===== src/rtl/busca_instrucao.sv =====
// Instruction fetch unit: holds the PC, reads the program ROM and hands each
// opcode/operand pair to execute over a valid/ready handshake with branch redirects.
module busca_instrucao #(
  parameter logic [7:0] PC_RESET   = 8'h00,
  parameter logic [3:0] OPCODE_MAX = 4'hA
) (
  input  logic       clk,
  input  logic       rst_n,
  output logic [7:0] rom_endereco,
  input  logic [7:0] rom_instrucao,
  output logic       instr_valida,
  input  logic       instr_pronta,
  output logic [3:0] opcode,
  output logic [3:0] operando,
  output logic [7:0] pc_atual,
  input  logic       desvio_req,
  input  logic [7:0] desvio_alvo,
  input  logic       parar,
  output logic       parado,
  output logic       erro
);

  // state   | meaning
  // BUSCA   | ROM addressed by pc, word captured at the edge
  // ENTREGA | instruction presented, waiting for execute to accept
  // PARADO  | fetching suspended while parar is held
  // ERRO    | illegal opcode seen, locked until reset
  typedef enum logic [1:0] {BUSCA, ENTREGA, PARADO, ERRO} estado_t;

  estado_t    estado, estado_prox;
  logic [7:0] pc, pc_prox;
  logic       captura;

  always_comb begin
    estado_prox = estado;
    pc_prox     = pc;
    captura     = 1'b0;
    case (estado)
      BUSCA: begin
        if (desvio_req) begin
          pc_prox = desvio_alvo;
        end else if (parar) begin
          estado_prox = PARADO;
        end else if (rom_instrucao[7:4] > OPCODE_MAX) begin
          estado_prox = ERRO;
        end else begin
          captura     = 1'b1;
          pc_prox     = pc + 8'd1;
          estado_prox = ENTREGA;
        end
      end
      ENTREGA: begin
        // a redirect flushes the held instruction even if it is being accepted
        if (desvio_req) begin
          pc_prox     = desvio_alvo;
          estado_prox = BUSCA;
        end else if (instr_pronta) begin
          estado_prox = BUSCA;
        end
      end
      PARADO: begin
        if (desvio_req) pc_prox = desvio_alvo;
        if (!parar) estado_prox = BUSCA;
      end
      default: ;
    endcase
  end

  always_ff @(posedge clk or negedge rst_n) begin
    if (!rst_n) begin
      estado   <= BUSCA;
      pc       <= PC_RESET;
      opcode   <= 4'h0;
      operando <= 4'h0;
      pc_atual <= 8'h00;
      erro     <= 1'b0;
    end else begin
      estado <= estado_prox;
      pc     <= pc_prox;
      if (estado_prox == ERRO) erro <= 1'b1;
      if (captura) begin
        opcode   <= rom_instrucao[7:4];
        operando <= rom_instrucao[3:0];
        pc_atual <= pc;
      end
    end
  end

  assign rom_endereco = pc;
  assign instr_valida = (estado == ENTREGA);
  assign parado       = (estado == PARADO);

endmodule


===== config.mk =====
export PLATFORM = sky130hd
export DESIGN_NAME = busca_instrucao
export DESIGN_NICKNAME = d
export VERILOG_FILES = /design/src/rtl/busca_instrucao.sv
export SDC_FILE = /design/constraint.sdc
export NUM_CORES = 1
export LEC_CHECK = 0
export ABC_AREA = 1
export CAP_MARGIN = 40
export CORE_MARGIN = 2
export CORE_UTILIZATION = 25
export DETAILED_ROUTE_END_ITERATION = 12
export DONT_BUFFER_PORTS = 1
export SYNTH_ARGS = -nofsm -noshare
export SYNTH_HDL_FRONTEND = slang
export SYNTH_SLANG_ARGS = --single-unit

===== constraint.sdc =====
create_clock -name clk -period 4.4 [get_ports clk]
set_clock_uncertainty 0.05 [all_clocks]
set_input_delay 0 -clock clk [delete_from_list [all_inputs] [get_ports clk]]
set_output_delay 0 -clock clk [all_outputs]
set_load 0.05 [all_outputs]

; Yosys cells after proc, flatten, opt, wreduce, memory -nomap -nowiden
; Cells that the tools add are included.
[totals]
regBits = 27
input_bits = 21
elab_cells = 34
output_inout_bits = 27
[op_classes]
magnitude_cmp = 1
muxes = 16
add_sub_neg = 1
reduce_logical = 4
eq_ne = 6
[op_table]
columns = op, count
row1 = two-way mux 8 bit, 4
row2 = one-hot mux 8 bit (2 select lines), 1
row3 = two-way mux 2 bit, 6
row4 = "adder 8 x 1 -> 8 bit, second input constant", 1
row5 = "inequality test 3 bit, second input constant", 2
row6 = one-hot mux 2 bit (3 select lines), 1
row7 = "equality test 2 bit, second input constant", 2
row8 = "greater-than comparator 4 bit, second input constant", 1
row9 = two-way mux 1 bit, 4
row10 = AND reduction 4 bit, 1
row11 = "equality test 2 x 1 -> 1 bit, second input constant", 1
row12 = logical NOT 2 bit, 1
row13 = "inequality test 2 x 1 -> 1 bit, second input constant", 1
row14 = nonzero test 2 bit, 1
row15 = OR reduction 2 bit, 1

; Depth between registers and ports, before layout
; Gate-level depths: netlist (run 1).
[depth]
ltp_word = 6
depth_mapped = 9
ltp_nobuf = 8

; Worst setup path before layout (run 1)
; Ideal clock, no wire load.
[synth_timing]
path_kind = register to register
start = reg estado[0]
end = reg pc[0] (netlist: rom_endereco[0])
stages_incl_launch_ff = 9
path_slack_ps = 2803
arrival_ps = 1420
n_path_buf = 0
period_less_slack_ps = 1597
setup_ps = 127
required_time_ps = 4223
cell_sequence = dfrtp_1 inv_1 ha_1 nor2_2 inv_1 nand2_1 o21ai_0 nand2_1 o21ai_0
[synth_via]
elab_chain_len = 4
word_cells_on_any_way = 10
cone_classes = 5 x eq/ne / 1 x mux / 4 x reduce/logical
[synth_rtl]
columns = element, line
row1 = start: declaration, 30  ; estado_t estado, estado_prox;
row2 = start signal: assignment, 78  ; estado <= estado_prox;
row3 = equality test 2 x 1 -> 1 bit or equality test 2 bit (tied branches), 38  ; case (estado)
row4 = OR reduction 2 bit (no source line), n/a
row5 = inequality test 2 x 1 -> 1 bit (no source line) or nonzero test 2 bit (tied branches), n/a
row6 = AND reduction 4 bit (no source line), n/a
row7 = end signal: assignment, 79  ; pc <= pc_prox;
row8 = end: declaration, 31  ; logic [7:0] pc, pc_prox;
; Parallel ways exist; a longest one is shown, timed or not.
; A chain may end at the register's enable or synchronous reset.

; Worst setup path in the final report (run 1)
[layout_timing]
start = reg estado[0]
end = reg estado[0]
[layout_via]
elab_chain_len = 3
word_cells_on_any_way = 8
cone_classes = 2 x eq/ne / 5 x mux / 1 x reduce/logical
[layout_rtl]
columns = element, line
row1 = two-way mux 2 bit, 57  ; end else if (instr_pronta) begin
row2 = two-way mux 2 bit, 54  ; if (desvio_req) begin
row3 = one-hot mux 2 bit (3 select lines) *, 38
row4 = named net estado_prox[0], 30
; Mark *: on every way through the listed nets, which the timed path passes. The rest lies on a longest branch.

==> qor.csv, run 1 <==
stage,metric,value,unit
synth,synthTopCellsByArea,"dfrtp_1 48%, nand2_1 18%, o21ai_0 9.3%",
setup_path,cp.required,4.56,ns
clock_tree,post-cts-setup-buffer-count,0,
synth,syn-cell-area,0.001394,mm2
die,die-area,0.006189,mm2
final_layout,antennaDiodeCount,0,
min_path,hold_start,desvio_req,
routing,vias,1213,
clock_tree,cts_tree,built,
synth,synth-seq-area-share,0.4847,
setup_path,startpoint_type,flip-flop,
placement,place_congestion,0.6861,
synth,ys_ff_latch,27,
synth,synthDistinctLibCells,19,
synth,synth_common_cells,"65 x nand2_1, 27 x dfrtp_1, 26 x o21ai_0",
clock_tree,clockBufferDepth,2,
clock_tree,cts_root_buf,clkbuf_8,
placement,place_area,0.001470,mm2
routing,wirelength,3399,um
setup_path,setup.worst_path.start,estado[0],
setup_path,rr_startpoint,estado[0],
power,power.leakage,0.8697,nW
synth,synth_edf_count,0,
synth,synthCells,182,
timing,clock.fmax,417.5,MHz
global_routing,antenna_found_initial,0,
routing,vias_per_cell,4.363,
synth,yosysMostFrequentCell,nand2_1,
flow_run,cap_violations,0,
global_routing,grt_max_degree,28,
setup_path,crit_arrival,2.55,ns
clock_tree,clk_pin_slew_worst_paths,0.09,ns
die,initial_core_util,0.2563,
die,die_w,78.67,um
clock_tree,htreeDepth,1,
placement,dp_slack,2.460,ns
routing,ant_nets,0,
synth,synth.net_count,208,
timing,period_share,0.5443,
power,finalPower,1.456,mW
synth,yosysWarnings,0,
clock_tree,clock_latency,0.27,ns
global_routing,grt_pass1_vias,1209,
timing,grt_setup_unrepaired,false,
routing,drt_iter0_drc,59,
timing,finalWorstSetupSlack,2.005,ns
timing,worst_slew_pin_slew,0.6061,ns
global_routing,grt_overflow,0,
clock_tree,cts_sinks,27,
die,coreArea,0.005439,mm2
global_routing,track_usage,0.1155,
synth,postSynth.asyncResetShare,1.000,
power,ir_drop,0.2392,mV
final_layout,syn2layout_area_growth,26.03,%
final_layout,drive_gt1_frac,0.05825,
die,die_y,78.67,um
global_routing,grt_pass1_wl,5678,um
power,powerDensity,828.9,mW/mm2
synth,syn_avg_cell_area,7.658,um2
clock_tree,cts_made_buffers,3,
final_layout,fin_util,0.3230,
placement,numPortBuffers,0,
die,fp-row-count,27,
timing,setup_tns,0,ns
timing,slew_violations,0,
timing,finalHoldViolCount,0,
status,outcome,"finished, final reports clean",
routing,wl_per_cell,12.23,um
min_path,hp-class,in2reg,
placement,hpwl,2515,um
synth,synth_top_flop_cell,dfrtp_1,
final_layout,stdcell_area,0.001757,mm2
setup_path,path_class,reg2reg,
final_layout,final_nets,233,
setup_path,crit_fanout,4,
die,io-pin-count,48,
timing,final-setup-viol-count,0,
routing,dr.pass1.iters,4,
synth,yosysTopAreaCell,dfrtp_1,
synth,synth_top_area_frac,0.4847,
timing,post-route-min-period,2.395,ns
setup_path,endpoint_kind,flip-flop,
routing,drcViolationCount,0,
timing,timing.slew.headroom,0.5959,
-- worst paths after layout --
path | endpoint | slack (ns) | depth (start not counted)
max | estado[0] | 2.00 | 7
min | rom_endereco[7] | 0.03 | 4
max reg2reg | estado[0] | 2.00 | 7
min reg2reg | erro | 0.62 | 4
max in group asynchronous | estado[1] | 4.05 | 2
min in group asynchronous | operando[2] | 0.10 | 2
-- routing by layer --
metal / vias to the layer above / share of wire / GRT usage
li1: 619 / - / -
met1: 550 / 0.43 / 0.1342
met2: 40 / 0.48 / 0.2017
met3: 4 / 0.081 / 0.03218
met4: 0 / 0.011 / 0.04211
met5: - / 0 / 0
-- cells by family after synthesis --
logic type               share of synthesized area
AND/OR/NAND/NOR                             0.2639
adder cells (fa/ha/maj)                    0.04488
buffers and inverters                      0.08528
AO/OA/AOI/OAI                               0.1149
XOR/XNOR                                  0.006285
flip-flops                                  0.4847
-- cells in the final DEF (no fill, tap or decap), drive strengths merged, types with 5 or more instances in the layout --
cell type / Yosys / routed
o21ai: 27 / 27
ha: 5 / 5
inv: 25 / 25
nand3: 11 / 11
nor2: 8 / 8
dlygate4sd3: 0 / 22
dfrtp: 27 / 27
nand2: 65 / 65
-- what timing repair did --
action / CTS / global route
endpoints found under the hold margin: 45 / 0
hold buffers: 23 / 0
resized for setup: 0 / 0
-- cell type report --
class                           count  area [um2]
Clock inverter                      1       5.005
Inverter                           25       93.84
Tap cell                           72       90.09
Fill cell                         580        3682
Multi-Input combinational cell    126       599.3
Sequential cell                    27       675.6
Clock buffer                        3       41.29
Timing Repair Buffer               24       251.5
-- state kept, by name, indices dropped and copies added, names as in the netlist --
register,count
erro,1
estado,2
opcode,4
operando,4
pc_atual,8
rom_endereco,8
-- power by group --
group | total (mW) | leakage, nW | switching (mW) | internal, mW
combinational | 0.478 | 0.509 | 0.297 | 0.181
clock | 0.139 | 0.0255 | 0.0756 | 0.0634
sequential | 0.839 | 0.335 | 0.483 | 0.356
-- critical path, stage by stage, from the launching register on --
cell,delay (ns)
dfrtp_1,0.42
ha_1,0.22
or2_2,0.29
o22ai_1,0.11
dlygate4sd3_1,0.57
nand2_1,0.05
nand2_1,0.07
dlygate4sd3_1,0.55
-- through the flow --
stage          cells  hold slack [ns]
2_1_floorplan    182          -0.3456
3_3_place_gp     250          -0.3448
3_5_place_dp     251          -0.3449
4_1_cts          278          0.02161
5_1_grt          278          0.04733
6_report         278          0.03405
No activity file was read; power rests on OpenSTA's default activity.
==> inputs of run 2 (changes only) <==
==> constraint.sdc (replaced) <==
create_clock -name clk -period 2 [get_ports clk]
set_clock_uncertainty 0.05 [all_clocks]
set_input_delay 0 -clock clk [delete_from_list [all_inputs] [get_ports clk]]
set_output_delay 0 -clock clk [all_outputs]
set_load 0.05 [all_outputs]
==> run 2 against run 1 <==
Non-clock buffer count grew 11. Clock power is 120% higher. Power is 130% higher. Die area is the same. Hold slack worse by 0.018 ns. Utilization increased by 1.5 points. Highest routed layer unchanged. Final cell count grew 4.0%. Routed wire length rose by 0.41%. First-iteration DRC count decreased by 5.1%. Critical path depth is 1 higher.
==> qor.csv, run 2 (synthesis results as in run 1) <==
stage,metric,value,unit,change
setup_path,crit_arrival,2.08,ns,-0.47 ns
clock_tree,cts_root_buf,clkbuf_8,,
clock_tree,clockBufferDepth,2,,unchanged
setup_path,r2r_setup_slack,0.08,ns,-1.92 ns
min_path,hold_start,parar,,
placement,hpwl,2481,um,-1.3%
clock_tree,clock_latency,0.27,ns,about the same
routing,vias_per_cell,4.291,,-1.7%
global_routing,grt_pass1_wl,5740,um,+1.1%
routing,vias,1240,,+2.2%
final_layout,antennaDiodeCount,0,,unchanged
final_layout,final_cell_mix,"65 x nand2_1, 27 x dfrtp_1, 26 x o21ai_0",,
timing,final-setup-viol-count,0,,unchanged
die,die_w,78.67,um,unchanged
clock_tree,clk_pin_slew_worst_paths,0.09,ns,about the same
routing,wl_per_cell,11.81,um,-3.4%
setup_path,cp.required,2.16,ns,-2.40 ns
routing,drt_iter0_drc,56,,-5.1%
setup_path,reg2regPathDepth,8,,+1
die,io-pin-count,48,,unchanged
setup_path,cp_common_cell,nand2_1,,
clock_tree,htreeDepth,1,,unchanged
clock_tree,cts_tree,built,,
timing,clock.fmax,521.9,MHz,+25%
setup_path,reg2reg_to,erro,,
timing,worst_slew_pin_slew,0.4978,ns,-0.1083 ns
routing,wirelength,3413,um,+0.41%
setup_path,slowest_stage,dlygate4sd3_1,,
global_routing,grt_overflow,0,,unchanged
timing,timing.slew.headroom,0.6681,,+0.07220
placement,numPortBuffers,0,,unchanged
routing,ant_nets,0,,unchanged
status,outcome,"finished, final reports clean",,
final_layout,fin_util,0.3379,,+0.01495
die,coreArea,0.005439,mm2,unchanged
timing,period_share,0.9580,,+0.4137
setup_path,startpoint_type,flip-flop,,
setup_path,crit_chain,ha_1 -> or2_2 -> o22ai_2 -> dlygate4sd3_1 -> nand2_1 -> nand2_1 -> nand2_1 -> nand2_1,,
final_layout,n_fill_cell,569,,-1.9%
clock_tree,cts_made_buffers,3,,unchanged
die,fp-row-count,27,,unchanged
final_layout,final_nets,244,,+4.7%
setup_path,crit_fanout,4,,unchanged
power,ir_drop,0.4775,mV,+100%
timing,setup_tns,0,ns,unchanged
placement,place_congestion,0.7963,,+16%
global_routing,antenna_found_initial,0,,unchanged
timing,grt_setup_unrepaired,false,,
min_path,holdPathEnd,estado[0],,
final_layout,drive_gt1_frac,0.1106,,+0.05235
final_layout,layout_commonest_cell,nand2_1,,
timing,finalHoldViolCount,0,,unchanged
die,die_y,78.67,um,unchanged
min_path,hp-class,in2reg,,
setup_path,endpoint_kind,flip-flop,,
power,power.leakage,0.9240,nW,+6.2%
routing,drcViolationCount,0,,unchanged
setup_path,cp_slowest_stage_delay,0.56,ns,about the same
timing,slew_violations,0,,unchanged
min_path,worstHoldPathCells,4,,unchanged
die,die-area,0.006189,mm2,unchanged
power,powerDensity,1806,mW/mm2,+120%
global_routing,grt_pass1_vias,1256,,+3.9%
timing,post-route-min-period,1.916,ns,-0.4791 ns
setup_path,path_class,reg2reg,,
global_routing,grt_max_degree,33,,+18%
die,initial_core_util,0.2563,,unchanged
setup_path,path_delay_family,buffers and inverters,,
routing,dr.pass1.iters,5,,+1
setup_path,critPathBufInv,1,,-1
final_layout,syn2layout_area_growth,31.87,%,
global_routing,track_usage,0.1163,,+0.0007844
setup_path,rr_startpoint,estado[1],,
clock_tree,cts_sinks,27,,unchanged
flow_run,cap_violations,0,,unchanged
[run 2: timing repair]
action | CTS | global route
hold buffers | 22 | 0
setup endpoints to repair | 0 | 1
hold endpoints to repair | 46 | 0
gates resized for setup | 0 | 1
buffers inserted | 0 | 1
[run 2: cell type report]
cell class	count	area, um2	area share
clock buffers	4	45.04	0.02451
repair buffers	35	327.8	0.1784
inverters	25	93.84	0.05106
well taps	72	90.09	0.04901
flip-flops and latches	27	675.6	0.3676
multi-input cells	126	605.6	0.3295
[run 2: metrics by stage]
| step | hold WS (ns) | worst slack [ns] | cells | area [um2] | power (mW) |
|---|---|---|---|---|---|
| after CTS | 0.006450 | 0.07185 | 288 | 1824 | 3.329 |
| after floorplan | -0.3456 | 0.4030 | 182 | 1394 | 2.601 |
| final | 0.01559 | 0.08400 | 289 | 1838 | 3.320 |
| after global routing | 0.01771 | 0.01123 | 289 | 1838 | 3.592 |
| after detailed placement | -0.3450 | 0.3240 | 262 | 1549 | 2.942 |
| after global placement | -0.3449 | 0.3875 | 262 | 1549 | 2.909 |
[run 2: power breakdown]
group | internal, mW | switching (mW)
Combinational | 0.500 | 0.985
Clock | 0.142 | 0.163
Sequential | 0.790 | 0.739
Total | 1.43 | 1.89
[run 2: worst max path at each step]
stage | from | endpoint | cells after the start
after global placement | estado[0] | rom_endereco[1] | 6
after detailed placement | estado[0] | rom_endereco[2] | 6
after CTS | estado[0] | erro | 8
after global routing | estado[1] | erro | 8
after floorplan | estado[0] | rom_endereco[0] | 8
final | estado[1] | erro | 8
[run 2: per-layer routing]
| layer | global-route usage | vias to the layer above | wire (um) |
|---|---|---|---|
| met4 | 0.04211 | 0 | 21 |
| met3 | 0.03793 | 2 | 310 |
| met5 | 0 | - | 0 |
| met2 | 0.1974 | 37 | 1562 |
| li1 | - | 640 | - |
| met1 | 0.1365 | 561 | 1519 |
[run 2: worst register-to-register path: stages (launching register included)]
cell	delay, ns
dfrtp_1	0.42
ha_1	0.20
or2_2	0.30
o22ai_2	0.09
dlygate4sd3_1	0.56
nand2_1	0.06
nand2_1	0.08
nand2_1	0.05
nand2_1	0.05
